<file path="config.mk">
export PLATFORM = sky130hd
export DESIGN_NAME = card_rom_loader
export DESIGN_NICKNAME = d
export VERILOG_FILES = /design/src/rtl/cardrom_pkg.sv /design/src/rtl/card_rom_checksum.sv /design/src/rtl/card_rom_loader.sv
export SDC_FILE = /design/constraint.sdc
export NUM_CORES = 1
export LEC_CHECK = 0
export CAP_MARGIN = 10
export CORE_MARGIN = 8
export CORE_UTILIZATION = 40
export DETAILED_ROUTE_END_ITERATION = 12
export GPL_ROUTABILITY_DRIVEN = 0
export HOLD_SLACK_MARGIN = 0.1
export SLEW_MARGIN = 25
export SYNTH_ARGS = -nofsm -noshare
export SYNTH_HDL_FRONTEND = slang
export SYNTH_SLANG_ARGS = --single-unit
</file>
<file path="constraint.sdc">
create_clock -name clk_logic -period 2.65 [get_ports clk_logic]
set_input_delay 0.53 -clock clk_logic [delete_from_list [all_inputs] [get_ports clk_logic]]
set_output_delay 0.53 -clock clk_logic [all_outputs]
set_load 0.01 [all_outputs]
</file>
<file path="src/rtl/cardrom_pkg.sv">
// Shared definitions for the card-ROM loader: loader state encoding,
// RAM address width and the default depth / timeout constants.
package cardrom_pkg;

  localparam int ROM_ADDR_W             = 11;
  localparam int ROM_DEPTH_DEFAULT      = 2048;
  localparam int TIMEOUT_CYCLES_DEFAULT = 1_000_000;

  typedef enum logic [2:0] {
    ST_IDLE  = 3'd0,
    ST_LOAD  = 3'd1,
    ST_CHECK = 3'd2,
    ST_DONE  = 3'd3,
    ST_ERROR = 3'd4
  } loader_state_e;

  // States in which the loader accepts bytes from the image stream.
  function automatic logic is_busy_state(input loader_state_e st);
    return (st == ST_LOAD) || (st == ST_CHECK);
  endfunction

endpackage

</file>
<file path="src/rtl/card_rom_checksum.sv">
// Modulo-256 accumulator over the image bytes. sum_is_zero reports whether
// the sum, including the byte presented this cycle when add_en is high,
// is 0x00, so the loader can judge the final checksum byte without waiting
// a cycle.
module card_rom_checksum (
  input  logic       clk,
  input  logic       rst_n,
  input  logic       clear,
  input  logic       add_en,
  input  logic [7:0] data,
  output logic       sum_is_zero
);

  logic [7:0] sum_r;
  logic [7:0] sum_s;

  // Next value of the running sum.
  always_comb begin
    sum_s = sum_r;
    if (add_en) begin
      sum_s = sum_r + data;
    end else begin
      sum_s = sum_r;
    end
  end

  assign sum_is_zero = (sum_s == 8'h00);

  // Running sum register, cleared at the start of each load.
  always_ff @(posedge clk) begin
    if (!rst_n) begin
      sum_r <= 8'h00;
    end else if (clear) begin
      sum_r <= 8'h00;
    end else begin
      sum_r <= sum_s;
    end
  end

endmodule

</file>
<file path="src/rtl/card_rom_loader.sv">
// Card-ROM image loader: streams ROM_DEPTH bytes into the card-ROM RAM,
// supervises inter-byte gaps with a timeout and, after a good load,
// raises a level request for the card-ROM responder to release the ROM.
// Optional feature macro: CARD_ROM_LOADER_CHECKSUM_EN adds a trailing
// checksum byte (CHECK state) that must bring the modulo-256 sum to 0x00.
module card_rom_loader
  import cardrom_pkg::*;
#(
  parameter int ROM_DEPTH      = ROM_DEPTH_DEFAULT,
  parameter int TIMEOUT_CYCLES = TIMEOUT_CYCLES_DEFAULT
) (
  input  logic                  clk_logic,
  input  logic                  system_reset_n,
  input  logic                  start_i,
  input  logic [7:0]            s_data_i,
  input  logic                  s_valid_i,
  output logic                  s_ready_o,
  output logic [ROM_ADDR_W-1:0] wr_addr_o,
  output logic [7:0]            wr_data_o,
  output logic                  wr_en_o,
  output logic                  busy_o,
  output logic                  done_o,
  output logic                  error_o,
  output logic                  req_rom_release_o
);

  localparam int TO_W = $clog2(TIMEOUT_CYCLES + 1);

  loader_state_e         state_r;
  loader_state_e         state_s;
  logic                  xfer_s;
  logic                  load_xfer_s;
  logic                  start_ok_s;
  logic                  last_s;
  logic                  timeout_s;
  logic [ROM_ADDR_W-1:0] byte_cnt_r;
  logic [TO_W-1:0]       idle_cnt_r;

  logic                  s_ready_r;
  logic                  busy_r;
  logic                  done_r;
  logic                  error_r;
  logic                  release_r;
  logic                  wr_en_r;
  logic [ROM_ADDR_W-1:0] wr_addr_r;
  logic [7:0]            wr_data_r;

  assign xfer_s      = s_valid_i & s_ready_r;
  assign load_xfer_s = xfer_s & (state_r == ST_LOAD);
  assign start_ok_s  = start_i & ((state_r == ST_IDLE) || (state_r == ST_DONE) ||
                                  (state_r == ST_ERROR));
  assign last_s      = (byte_cnt_r == ROM_ADDR_W'(ROM_DEPTH - 1));
  // A transfer always wins over an expiring timeout in the same cycle.
  assign timeout_s   = is_busy_state(state_r) & ~xfer_s &
                       (idle_cnt_r == TO_W'(TIMEOUT_CYCLES - 1));

`ifdef CARD_ROM_LOADER_CHECKSUM_EN
  logic sum_zero_s;

  card_rom_checksum u_checksum (
    .clk         (clk_logic),
    .rst_n       (system_reset_n),
    .clear       (start_ok_s),
    .add_en      (xfer_s),
    .data        (s_data_i),
    .sum_is_zero (sum_zero_s)
  );
`endif

  // Next-state logic for the load sequence.
  always_comb begin
    state_s = state_r;
    case (state_r)
      ST_IDLE, ST_DONE, ST_ERROR: begin
        if (start_i) begin
          state_s = ST_LOAD;
        end else begin
          state_s = state_r;
        end
      end
      ST_LOAD: begin
        if (xfer_s) begin
          if (last_s) begin
`ifdef CARD_ROM_LOADER_CHECKSUM_EN
            state_s = ST_CHECK;
`else
            state_s = ST_DONE;
`endif
          end else begin
            state_s = ST_LOAD;
          end
        end else if (timeout_s) begin
          state_s = ST_ERROR;
        end else begin
          state_s = ST_LOAD;
        end
      end
      ST_CHECK: begin
`ifdef CARD_ROM_LOADER_CHECKSUM_EN
        if (xfer_s) begin
          state_s = sum_zero_s ? ST_DONE : ST_ERROR;
        end else if (timeout_s) begin
          state_s = ST_ERROR;
        end else begin
          state_s = ST_CHECK;
        end
`else
        state_s = ST_IDLE;
`endif
      end
      default: begin
        state_s = ST_IDLE;
      end
    endcase
  end

  // State register and registered status flags decoded from the next state.
  always_ff @(posedge clk_logic) begin
    if (!system_reset_n) begin
      state_r   <= ST_IDLE;
      s_ready_r <= 1'b0;
      busy_r    <= 1'b0;
      done_r    <= 1'b0;
      error_r   <= 1'b0;
      release_r <= 1'b0;
    end else begin
      state_r   <= state_s;
      s_ready_r <= is_busy_state(state_s);
      busy_r    <= is_busy_state(state_s);
      done_r    <= (state_s == ST_DONE);
      error_r   <= (state_s == ST_ERROR);
      release_r <= (state_s == ST_DONE);
    end
  end

  // Byte index of the next image byte; holds at the last index.
  always_ff @(posedge clk_logic) begin
    if (!system_reset_n) begin
      byte_cnt_r <= {ROM_ADDR_W{1'b0}};
    end else if (start_ok_s) begin
      byte_cnt_r <= {ROM_ADDR_W{1'b0}};
    end else if (load_xfer_s && !last_s) begin
      byte_cnt_r <= byte_cnt_r + {{(ROM_ADDR_W-1){1'b0}}, 1'b1};
    end
  end

  // Cycles since the last transfer while loading.
  always_ff @(posedge clk_logic) begin
    if (!system_reset_n) begin
      idle_cnt_r <= {TO_W{1'b0}};
    end else if (start_ok_s || xfer_s) begin
      idle_cnt_r <= {TO_W{1'b0}};
    end else if (is_busy_state(state_r) && !timeout_s) begin
      idle_cnt_r <= idle_cnt_r + {{(TO_W-1){1'b0}}, 1'b1};
    end
  end

  // RAM write port, one cycle behind each LOAD transfer.
  always_ff @(posedge clk_logic) begin
    if (!system_reset_n) begin
      wr_en_r   <= 1'b0;
      wr_addr_r <= {ROM_ADDR_W{1'b0}};
      wr_data_r <= 8'h00;
    end else begin
      wr_en_r <= load_xfer_s;
      if (load_xfer_s) begin
        wr_addr_r <= byte_cnt_r;
        wr_data_r <= s_data_i;
      end
    end
  end

  assign s_ready_o         = s_ready_r;
  assign busy_o            = busy_r;
  assign done_o            = done_r;
  assign error_o           = error_r;
  assign req_rom_release_o = release_r;
  assign wr_en_o           = wr_en_r;
  assign wr_addr_o         = wr_addr_r;
  assign wr_data_o         = wr_data_r;

endmodule

</file>
# Word-level counts from Yosys, hierarchy flattened
# Cells that the tools add are included.
# W data, S select, Z words.
# op_classes
muxes	5
n_bitwise	7
addsub	2
n_reduce_logical	13
eq_ne	10
# op_table
operator	count
$add A20 B1 Y20 const B	1
$eq A20 B20 Y1 const B	1
$eq A3 B2 Y1 const B	4
$add A11 B1 Y11 const B	1
$eq A11 B11 Y1 const B	1
$mux W3	3
$eq A3 B1 Y1 const B	2
$eq A3 B3 Y1 const B	2
$pmux W3 S2	1
$and A1 B1 Y1	5
$logic_or A1 B1 Y1	5
$reduce_or A2 Y1	2
$logic_not A3 Y1	1
$reduce_or A3 Y1	1
$logic_and A1 B1 Y1	2
$logic_not A1 Y1	2
$mux W2	1
$not A1 Y1	2
# totals
word_cells	46
regBits	57
inputBits	12

# Longest topological paths before layout
# Gate-level depths: netlist of the first run.
# depth
depth_word	9
mapped_depth	6
ltp_nobuf	5

# Least setup slack after synthesis of the first run
# No wires, ideal clock.
# synth_timing
kind	in2reg
start	input s_valid_i
end	register byte_cnt_r[4]
path_stages	5
setup_ns	0.072
n_path_buf	1
required_ns	2.578
arrival_time_ns	1.642
path_slack_ns	0.936
path_cell_list	and4b_1 > nand2_1 > clkbuf_1 > or4_1 > a21oi_1
# synth_between
elab_chain_cells	3
# synth_rtl
element	line	rtl
from (decl)	card_rom_loader.sv:16	input logic s_valid_i,
$and A1 B1 Y1	card_rom_loader.sv:48	assign xfer_s = s_valid_i & s_ready_r;
$and A1 B1 Y1	card_rom_loader.sv:49	assign load_xfer_s = xfer_s & (state_r == ST_LOAD);
$logic_and A1 B1 Y1	card_rom_loader.sv:142	end else if (load_xfer_s && !last_s) begin
to (signal assigned)	card_rom_loader.sv:139	byte_cnt_r <= {ROM_ADDR_W{1'b0}};
to (signal assigned)	card_rom_loader.sv:141	byte_cnt_r <= {ROM_ADDR_W{1'b0}};
to (signal assigned)	card_rom_loader.sv:143	byte_cnt_r <= byte_cnt_r + {{(ROM_ADDR_W-1){1'b0}}, 1'b1};
to (decl)	card_rom_loader.sv:36	logic [ROM_ADDR_W-1:0] byte_cnt_r;
# No other way between the ends.
# A chain may end at the register's enable or synchronous reset.

# Worst setup path in the final report of the first run
# layout_timing
start	input s_valid_i
end	register idle_cnt_r[4]
# layout_between
elab_chain_cells	6
word_cells_on_any_way	8
# layout_rtl
element	line	rtl
$and A1 B1 Y1 *	card_rom_loader.sv:48	
$not A1 Y1	card_rom_loader.sv:54	assign timeout_s = is_busy_state(state_r) & ~xfer_s &
$and A1 B1 Y1 (2 in series)	card_rom_loader.sv:54	
$logic_not A1 Y1	card_rom_loader.sv:153	end else if (is_busy_state(state_r) && !timeout_s) begin
$logic_and A1 B1 Y1	card_rom_loader.sv:153	
to (signal assigned)	card_rom_loader.sv:150	idle_cnt_r <= {TO_W{1'b0}};
to (signal assigned)	card_rom_loader.sv:152	idle_cnt_r <= {TO_W{1'b0}};
to (signal assigned)	card_rom_loader.sv:154	idle_cnt_r <= idle_cnt_r + {{(TO_W-1){1'b0}}, 1'b1};
to (decl)	card_rom_loader.sv:37	logic [TO_W-1:0] idle_cnt_r;
# Mark *: on every way between the ends. The rest lies on a longest branch, timed or not.

==> out/metrics.csv, run 1 <==
stage,metric,value,unit
drt,Routed WL per cell,14.1,microns
yosys,top post-synthesis cells by area,"dfxtp_1 (43%), nand2_1 (7.1%), a21boi_0 (5.3%)",
drt,Antenna Nets Post-Route,0,
clocking,H-tree levels,3,
sta,max_slew headroom,0.461,
critical_path,crit path to,idle_cnt_r[4]$_SDFFE_PP0P_,
critical_path,Worst setup EP type,flip-flop,
sta,Hold Fails Final Rpt,0,
drt,first drt pass iteration count,4,
pwr,Design Power,1.83,mW
place,pre-CTS WS,0.205,ns
critical_path,r2r endpoint,byte_cnt_r[3]$_SDFFE_PP0P_,
sta,hold_ws,0.460,ns
yosys,syn_nets,328,
pwr,worst vdd ir,243,uV
yosys,post-synthesis sequential area ratio,0.426,
clocking,CTS tree,built,
clocking,number of buffers created by CTS,9,
critical_path,R2R Setup Slk,0.66,ns
min_path,min-delay src,wr_addr_o[4]$_SDFFE_PN0P_,
sta,final setup vio count,0,
clocking,Resized Gates After CTS,0,
global_route,GRT Total Usage,0.134,
die,core footprint,6640,sq um
critical_path,critical path peak fanout,19,
drt,routed vias/inst,5.60,
sta,Setup Total Neg Slack,0,ns
yosys,"EDFF count, synth",0,
yosys,most instantiated cells after synthesis,"dfxtp_1 (57), nand2_1 (51), nand3_1 (26)",
min_path,hold crit path type,flip-flop to flip-flop,
place,Post-DP HPWL,4.23,mm
global_route,antenna violations before repair,0,
pwr,Power Density,550,nW/um^2
pwr,Switching Share,0.223,
critical_path,CP Cell Sequence,clkdlybuf4s50_1 -> nand2_1 -> and2_1 -> nand2_1 -> nor3_1,
sta,worst slew pin tran,0.802,ns
drt,Vias,2424,
drt,DRT iter0 DRCs,62,
die,std cell rows,30,
cells_and_area,layout cell share with drive strength beyond 1,0.0680,
critical_path,R2R cell count,5,
yosys,Post-Syn Area,2680,sq um
yosys,top-area cell type share of the netlist area,0.426,
pwr,Comb power frac,0.056,
pwr,Psw,0.408,mW
die,initial core utilization,0.404,
global_route,first-pass GRT wire length,10.8,mm
cells_and_area,ANT cells,0,
yosys,dominant synthesized flop cell,dfxtp_1,
clocking,CTS Hold Bufs,0,
global_route,Congestion Overflow GR,0,
clocking,"Setup Fix Bufs, Post-CTS",0,
critical_path,WP data required,2.90,ns
sta,Setup WS post-layout,0.532,ns
critical_path,"slowest stage delay, CP",0.54,ns
pwr,cell internal pwr,1.42,mW
critical_path,Crit path top cell by count,nand2_1,
sta,RSZ-0062 raised after global routing,no,
critical_path,critical path launch point,s_valid_i,
yosys,Synth area leader,dfxtp_1,
clocking,clk buf depth,2,
clocking,"Clk pin slew, worst setup/hold paths",0.06,ns
pwr,sequential share of power,0.476,
drt,DRC violations left,0,
pwr,LEAKAGE,1.03,nW
yosys,"count leader, synth",dfxtp_1,
sta,final worst-path cycle share,0.799,
die,Die H,97.9,microns
pwr,clock network power share,0.468,
die,io pins,37,
outcome,status,"complete, no violations",
yosys,Post-synth ARST share,0,
critical_path,critical path type,primary input to flip-flop,
critical_path,worst r2r src,byte_cnt_r[0]$_SDFFE_PP0P_,
critical_path,WP data arrival,2.37,ns
sta,"Slew Viols, Final",0,
place,IO Port Bufs,36,
drt,Total Routed Length,6.13,mm
yosys,Cells after Synth,314,
clocking,Root Buffer,clkbuf_8,
die,die width,97.9,microns
global_route,largest net degree at the start of global routing,31,
clocking,clk sinks,57,
job,max cap viols,0,
yosys,yosys warns,0,
clocking,"Clk Latency, worst-skew pair",0.33,ns
global_route,vias in the first global route,2289,
cells_and_area,Layout Nets,362,
cells_and_area,final instance area,3320,sq um
yosys,syn avg cell area,8.54,sq um
yosys,synth unique cells,42,
sta,min cycle time layout,2.12,ns
die,die area,9580,sq um
cells_and_area,Area Overhead vs Synth,23.9,%
sta,Max Freq,472,MHz
critical_path,CP Launch Type,primary input,
yosys,synthesized flop and latch total,57,
sta,Clock Skews,0.00840,ns
critical_path,slowest stage cell on the critical path,and2_1,
place,DP Area,3110,sq um
## layout make-up
class | instances | area, sq um
Clock buffer | 14 | 173
Timing Repair Buffer | 43 | 413
Clock inverter | 2 | 35.0
Fill cell | 648 | 3320
Sequential cell | 57 | 1140
Multi-Input combinational cell | 230 | 1430
Tap cell | 80 | 100
Inverter | 7 | 26.3
## how the worst min path moves through the flow
stage                                        endpoint  slack (ns)  cells past startpoint
after CTS                   wr_addr_o[7]$_SDFFE_PN0P_        0.47                      2
final                       wr_addr_o[4]$_SDFFE_PN0P_        0.46                      2
after global placement      wr_data_o[7]$_SDFFE_PN0P_        0.45                      2
after global routing        wr_addr_o[9]$_SDFFE_PN0P_        0.48                      2
after floorplan           idle_cnt_r[19]$_SDFFE_PP0P_        0.45                      2
after detailed placement    wr_addr_o[7]$_SDFFE_PN0P_        0.46                      2
## cell usage in the layout (no fill, tap or decap), types with 4 or more instances in the layout
master	Yosys	layout
dfxtp_1	57	57
nand2_1	51	51
clkdlybuf4s50_1	0	36
nand3_1	26	26
a21oi_1	23	23
a21boi_0	19	19
o31ai_1	15	15
or4_1	13	13
clkbuf_8	0	12
mux2i_1	9	9
nand3b_1	8	8
inv_1	7	7
nand4_1	7	7
buf_4	2	7
and2_1	6	6
a211oi_1	5	5
and4_1	4	4
nor2_1	4	4
o21ai_0	4	4
and3_1	4	4
## power by group through the flow
stage               clock [mW]  sequential, mW  combinational, mW
floorplan                    0           0.889             0.0582
global placement             0           0.889              0.102
detailed placement           0           0.889              0.103
CTS                      0.877           0.870              0.103
global route             0.909           0.871              0.113
finish                   0.854           0.870              0.102
## worst max-delay path: cells and delay by family
kind                   cells  cell delay, ns
and+or+nand+nor            4            1.37
buffers and inverters      1            0.46
## stage by stage
stage | cells | util
finish | 433 | 0.500
global route | 433 | 0.500
CTS | 433 | 0.500
detailed placement | 417 | 0.469
global placement | 417 | 0.469
floorplan | 314 | -
## registers in the layout, indices dropped and copies added (netlist names)
register / count
byte_cnt_r: 11
req_rom_release_o: 1
busy_o: 1
wr_addr_o: 11
state_r: 3
error_o: 1
wr_en_o: 1
wr_data_o: 8
idle_cnt_r: 20
## layer usage
metal  wire length [microns]  global-route usage
met1                    2780               0.154
met2                    3010               0.224
met3                     212              0.0320
met4                     123              0.0719
met5                       0                   0
## logic make-up (layout without fill, tap and decap cells)
| kind of cell | Yosys count | count (layout) | synth area share |
|---|---|---|---|
| mux | 9 | 9 | 0.0336 |
| flops | 57 | 57 | 0.426 |
| buf+inv | 27 | 66 | 0.0415 |
| fa+ha+maj | 2 | 2 | 0.00933 |
| xor+xnor | 1 | 1 | 0.00327 |
| simple gates | 142 | 142 | 0.297 |
| compound gates | 76 | 76 | 0.190 |
No activity file was read; power rests on OpenSTA's default activity.
==> run 2, diff against run 1 <==
- clock period: 2.65 -> 2.2 ns (I/O delays scaled with it)
==> out/metrics.csv, run 2 (synthesized netlist as in run 1, its figures left out) <==
stage,metric,value,unit,change
drt,first drt pass iteration count,4,,unchanged
clocking,clk sinks,57,,unchanged
die,io pins,37,,unchanged
pwr,LEAKAGE,1.06,nW,+3.2%
cells_and_area,"leading cell type in the layout, fill and taps excluded",dfxtp_1,,
cells_and_area,fill count,628,,-3.1%
critical_path,CP Cell Sequence,ha_1 -> and4_1 -> and4_1 -> or4_1 -> a21oi_1,,
cells_and_area,Layout Nets,368,,+1.7%
critical_path,WP data required,2.46,ns,-0.44 ns
clocking,Resized Gates After CTS,0,,unchanged
cells_and_area,Largest register FFs,20,,unchanged
job,max cap viols,0,,unchanged
sta,Max Freq,514,MHz,
die,die area,9580,sq um,unchanged
global_route,Congestion Overflow GR,0,,unchanged
sta,max_slew headroom,0.710,,+0.249
drt,Antenna Nets Post-Route,0,,unchanged
cells_and_area,ANT cells,0,,unchanged
critical_path,critical path peak fanout,13,,-6
place,IO Port Bufs,36,,unchanged
clocking,CTS Hold Bufs,0,,unchanged
clocking,number of buffers created by CTS,9,,unchanged
cells_and_area,most frequent cells in the layout,"dfxtp_1 (57), nand2_1 (51), clkdlybuf4s50_1 (36)",,
cells_and_area,Multi-input gate area,1430,sq um,unchanged
sta,worst slew pin tran,0.434,ns,-0.368 ns
cells_and_area,Area Overhead vs Synth,25.9,%,
outcome,status,"complete, no violations",,
critical_path,critical path type,flip-flop to flip-flop,,
drt,Routed WL per cell,13.9,microns,-1.5%
die,std cell rows,30,,unchanged
place,DP Area,3160,sq um,+1.4%
sta,Setup Total Neg Slack,0,ns,unchanged
cells_and_area,layout cell share with drive strength beyond 1,0.0840,,+0.0160
sta,hold_ws,0.460,ns,+0.000176 ns
critical_path,slowest stage cell on the critical path,or4_1,,
die,initial core utilization,0.404,,unchanged
critical_path,Crit path top cell by count,and4_1,,
sta,final setup vio count,0,,unchanged
sta,"Slew Viols, Final",0,,unchanged
critical_path,Worst setup EP type,flip-flop,,
global_route,antenna violations before repair,0,,unchanged
critical_path,WP data arrival,2.21,ns,-0.16 ns
drt,DRC violations left,0,,unchanged
clocking,clk buf depth,2,,unchanged
clocking,H-tree levels,3,,unchanged
pwr,Power Density,671,nW/um^2,+22%
die,die width,97.9,microns,unchanged
global_route,first-pass GRT wire length,10.4,mm,-3.4%
die,core footprint,6640,sq um,unchanged
clocking,CTS tree,built,,
drt,Total Routed Length,6.09,mm,-0.64%
place,pre-CTS WS,0.0162,ns,-0.189 ns
min_path,hold crit path type,flip-flop to flip-flop,,
clocking,"Clk pin slew, worst setup/hold paths",0.06,ns,about the same
clocking,"Clk Latency, worst-skew pair",0.34,ns,about the same
global_route,vias in the first global route,2208,,-3.5%
sta,min cycle time layout,1.95,ns,
sta,final worst-path cycle share,0.885,,
drt,routed vias/inst,5.59,,-0.22%
clocking,"Setup Fix Bufs, Post-CTS",0,,unchanged
sta,RSZ-0062 raised after global routing,no,,
die,Die H,97.9,microns,unchanged
drt,Vias,2441,,+0.70%
place,Post-DP HPWL,4.13,mm,-2.4%
global_route,largest net degree at the start of global routing,31,,unchanged
cells_and_area,Largest Register,idle_cnt_r,,
critical_path,"slowest stage delay, CP",0.51,ns,-0.03 ns
global_route,GRT Total Usage,0.132,,-0.00205
clocking,Root Buffer,clkbuf_8,,
cells_and_area,Storage cell area,1140,sq um,unchanged
cells_and_area,final instance area,3380,sq um,+1.6%
pwr,worst vdd ir,438,uV,+80%
sta,Hold Fails Final Rpt,0,,unchanged
sta,Setup WS post-layout,0.254,ns,-0.278 ns
critical_path,CP Launch Type,flip-flop,,
sta,Clock Skews,0.0131,ns,+0.00469 ns
drt,DRT iter0 DRCs,102,,+65%
## run 2: cell types whose count changed in the layout (fill, tap and decap cells not counted)
cell,before,now
clkbuf_1,2,0
buf_4,7,13
bufinv_16,1,2
clkbuf_8,12,11
## run 2: power breakdown
part / total (mW) / internal (mW) / switching, mW
sequential: 1.05 / 1.04 / 0.00862
clock: 1.09 / 0.685 / 0.404
combinational: 0.127 / 0.0569 / 0.0705
## run 2: path summary, 6_finish.rpt
check	start	to	slack [ns]	cells past startpoint
max reg2reg	byte_cnt_r[0]$_SDFFE_PP0P_	byte_cnt_r[4]$_SDFFE_PP0P_	0.25	5
min reg2reg	wr_addr_o[7]$_SDFFE_PN0P_	wr_addr_o[7]$_SDFFE_PN0P_	0.46	2
min	wr_addr_o[7]$_SDFFE_PN0P_	wr_addr_o[7]$_SDFFE_PN0P_	0.46	2
max	byte_cnt_r[0]$_SDFFE_PP0P_	byte_cnt_r[4]$_SDFFE_PP0P_	0.25	5
## run 2: layer usage
metal | GRT usage | vias to the layer above | wire [microns]
met5 | 0 | - | 0
met4 | 0.0504 | 0 | 85
met3 | 0.0519 | 10 | 260
met2 | 0.219 | 34 | 2950
met1 | 0.148 | 1145 | 2790
li1 | - | 1252 | -
## run 2: area by class of cell
type,count,share of cell area
clock buffers,11,0.0448
repair buffers,49,0.136
clock inverters,3,0.0193
well taps,80,0.0297
flip-flops and latches,57,0.338
inverters,7,0.00778
multi-input cells,230,0.425
## run 2: critical path, delay by kind of cell (launching register included)
kind,cells,cell delay [ns]
flip-flops,1,0.35
AO/OA/AOI/OAI,1,0.16
adder cells (fa/ha/maj),1,0.24
AND/OR/NAND/NOR,3,1.13
## run 2: metrics by stage
step | power, mW | std cells | util
finish | 2.26 | 437 | 0.508
global route | 2.34 | 437 | 0.508
CTS | 2.30 | 437 | 0.508
detailed placement | 1.20 | 423 | 0.476
global placement | 1.20 | 423 | 0.476
floorplan | 1.14 | 314 | -
==> run 3, diff against run 2 <==
- PLACE_DENSITY: default -> 0.71
==> out/metrics.csv, run 3 (synthesized netlist as in run 1, its figures left out) <==
stage,metric,value,unit,change
critical_path,Worst setup EP type,flip-flop,,
global_route,antenna violations before repair,0,,unchanged
die,die area,9580,sq um,unchanged
die,die width,97.9,microns,unchanged
critical_path,Crit path top cell by count,and4_1,,
drt,Total Routed Length,5.94,mm,-2.4%
pwr,worst vdd ir,405,uV,-7.5%
critical_path,WP data required,2.47,ns,about the same
sta,final setup vio count,0,,unchanged
pwr,Switching Share,0.246,,+0.0331
cells_and_area,Area Overhead vs Synth,23.8,%,
sta,hold_ws,0.460,ns,+0.0000960 ns
sta,RSZ-0062 raised after global routing,no,,
clocking,"Setup Fix Bufs, Post-CTS",0,,unchanged
critical_path,Crit path max-delay family,simple AND/OR/NAND/NOR gates,,
sta,final worst-path cycle share,0.862,,-0.0225
clocking,Root Buffer,clkbuf_8,,
sta,Clock Skews,0.00699,ns,-0.00610 ns
global_route,first-pass GRT wire length,10.9,mm,+5.0%
drt,Routed WL per cell,13.6,microns,-2.6%
clocking,Resized Gates After CTS,0,,unchanged
pwr,cell internal pwr,1.49,mW,-16%
drt,first drt pass iteration count,4,,unchanged
critical_path,critical path peak fanout,13,,unchanged
critical_path,r2r endpoint,byte_cnt_r[3]$_SDFFE_PP0P_,,
critical_path,worst r2r src,byte_cnt_r[0]$_SDFFE_PP0P_,,
critical_path,R2R cell count,5,,unchanged
clocking,clk sinks,57,,unchanged
pwr,Psw,0.488,mW,+0.97%
cells_and_area,Largest Register,idle_cnt_r,,
pwr,Comb power frac,0.064,,+0.008
sta,Setup WS post-layout,0.303,ns,+0.0495 ns
job,max cap viols,0,,unchanged
sta,Max Freq,527,MHz,+2.6%
drt,DRC violations left,0,,unchanged
critical_path,WP data arrival,2.16,ns,-0.05 ns
min_path,Worst Hold Path EP,wr_addr_o[5]$_SDFFE_PN0P_,,
sta,Hold Fails Final Rpt,0,,unchanged
critical_path,critical path type,flip-flop to flip-flop,,
die,Die H,97.9,microns,unchanged
sta,max_slew headroom,0.678,,-0.0317
cells_and_area,"leading cell type in the layout, fill and taps excluded",dfxtp_1,,
clocking,number of buffers created by CTS,9,,unchanged
outcome,status,"complete, no violations",,
min_path,hold crit path type,flip-flop to flip-flop,,
cells_and_area,layout cell share with drive strength beyond 1,0.0866,,+0.00256
cells_and_area,"Core Util, Final",0.500,,-0.00848
cells_and_area,ANT cells,0,,unchanged
pwr,clock network power share,0.406,,-0.075
drt,routed vias/inst,5.54,,-0.80%
die,initial core utilization,0.404,,unchanged
global_route,vias in the first global route,2391,,+8.3%
place,pre-CTS WS,-0.00720,ns,-0.0234 ns
drt,Antenna Nets Post-Route,0,,unchanged
min_path,worst hold stages,2,,unchanged
clocking,CTS Hold Bufs,0,,unchanged
die,core footprint,6640,sq um,unchanged
sta,"Slew Viols, Final",0,,unchanged
critical_path,R2R Setup Slk,0.30,ns,+0.05 ns
pwr,LEAKAGE,1.04,nW,-2.4%
cells_and_area,Layout Nets,368,,unchanged
place,Post-DP HPWL,4.18,mm,+1.2%
cells_and_area,most frequent cells in the layout,"dfxtp_1 (57), nand2_1 (51), clkdlybuf4s50_1 (36)",,
min_path,min-delay src,wr_addr_o[5]$_SDFFE_PN0P_,,
pwr,sequential share of power,0.530,,+0.067
clocking,CTS tree,built,,
drt,Vias,2427,,-0.57%
place,dpl cells,423,,unchanged
cells_and_area,Largest register FFs,20,,unchanged
pwr,Power Density,596,nW/um^2,-11%
clocking,clk buf depth,2,,unchanged
cells_and_area,Layout Cells excl Fill,438,,+0.23%
clocking,H-tree levels,3,,unchanged
global_route,largest net degree at the start of global routing,22,,-29%
sta,min cycle time layout,1.90,ns,-0.0495 ns
die,io pins,37,,unchanged
place,IO Port Bufs,36,,unchanged
critical_path,"slowest stage delay, CP",0.51,ns,about the same
die,std cell rows,30,,unchanged
global_route,Congestion Overflow GR,0,,unchanged
clocking,"Clk Latency, worst-skew pair",0.34,ns,about the same
critical_path,CP Cell Sequence,ha_1 -> and4_1 -> and4_1 -> or4_1 -> a21oi_1,,
drt,DRT iter0 DRCs,73,,-28%
sta,worst slew pin tran,0.481,ns,+0.0474 ns
critical_path,slowest stage cell on the critical path,or4_1,,
clocking,"Clk pin slew, worst setup/hold paths",0.06,ns,about the same
global_route,GRT Total Usage,0.137,,+0.00465
critical_path,CP Launch Type,flip-flop,,
critical_path,CP bufs+invs,0,,unchanged
## run 3: worst max path at each step
stage / from / to / slack, ns / cells after the start
after floorplan: byte_cnt_r[0]$_SDFFE_PP0P_ / byte_cnt_r[0]$_SDFFE_PP0P_ / 0.49 / 6
after global placement: s_valid_i / byte_cnt_r[5]$_SDFFE_PP0P_ / 0.04 / 6
after detailed placement: s_valid_i / byte_cnt_r[5]$_SDFFE_PP0P_ / -0.007 / 6
after CTS: byte_cnt_r[0]$_SDFFE_PP0P_ / byte_cnt_r[3]$_SDFFE_PP0P_ / 0.29 / 5
after global routing: byte_cnt_r[0]$_SDFFE_PP0P_ / byte_cnt_r[3]$_SDFFE_PP0P_ / 0.15 / 5
final: byte_cnt_r[0]$_SDFFE_PP0P_ / byte_cnt_r[3]$_SDFFE_PP0P_ / 0.30 / 5
## run 3: final cells by class
class | instances | area [sq um]
repair buffers | 49 | 458
well taps | 80 | 100
inverters | 7 | 26.3
clock buffers | 9 | 124
flip-flops and latches | 57 | 1140
multi-input cells | 230 | 1430
fillers | 625 | 3320
clock inverters | 6 | 36.3
## run 3: power by group through the flow
stage | combinational [mW] | clock (mW) | sequential [mW]
2_1_floorplan | 0.0701 | 0 | 1.07
3_3_place_gp | 0.127 | 0 | 1.07
6_report | 0.127 | 0.803 | 1.05
3_5_place_dp | 0.128 | 0 | 1.07
5_1_grt | 0.141 | 0.878 | 1.05
4_1_cts | 0.128 | 0.833 | 1.05
## run 3: tightest hold or removal path: cells and delay by family (launching register included)
| family | cells | cell delay (ns) |
|---|---|---|
| AOI/OAI and AO/OA | 1 | 0.06 |
| and+or+nand+nor | 1 | 0.04 |
| DFF | 1 | 0.31 |
## run 3: metrics by stage
step	power [mW]	TNS [ns]	area (sq um)
after floorplan	1.14	0	2680
after global placement	1.20	0	3160
after detailed placement	1.20	-0.00969	3160
after CTS	2.01	0	3320
after global routing	2.07	0	3320
final	1.98	0	3320
## run 3: metal layers
| layer | track usage | part of all wire | vias up | routed length [microns] |
|---|---|---|---|---|
| met5 | 0 | 0 | - | 0 |
| met4 | 0.0516 | 0.014 | 0 | 82 |
| met3 | 0.0569 | 0.048 | 10 | 285 |
| met2 | 0.225 | 0.47 | 36 | 2810 |
| met1 | 0.154 | 0.47 | 1132 | 2770 |
| li1 | - | - | 1249 | - |
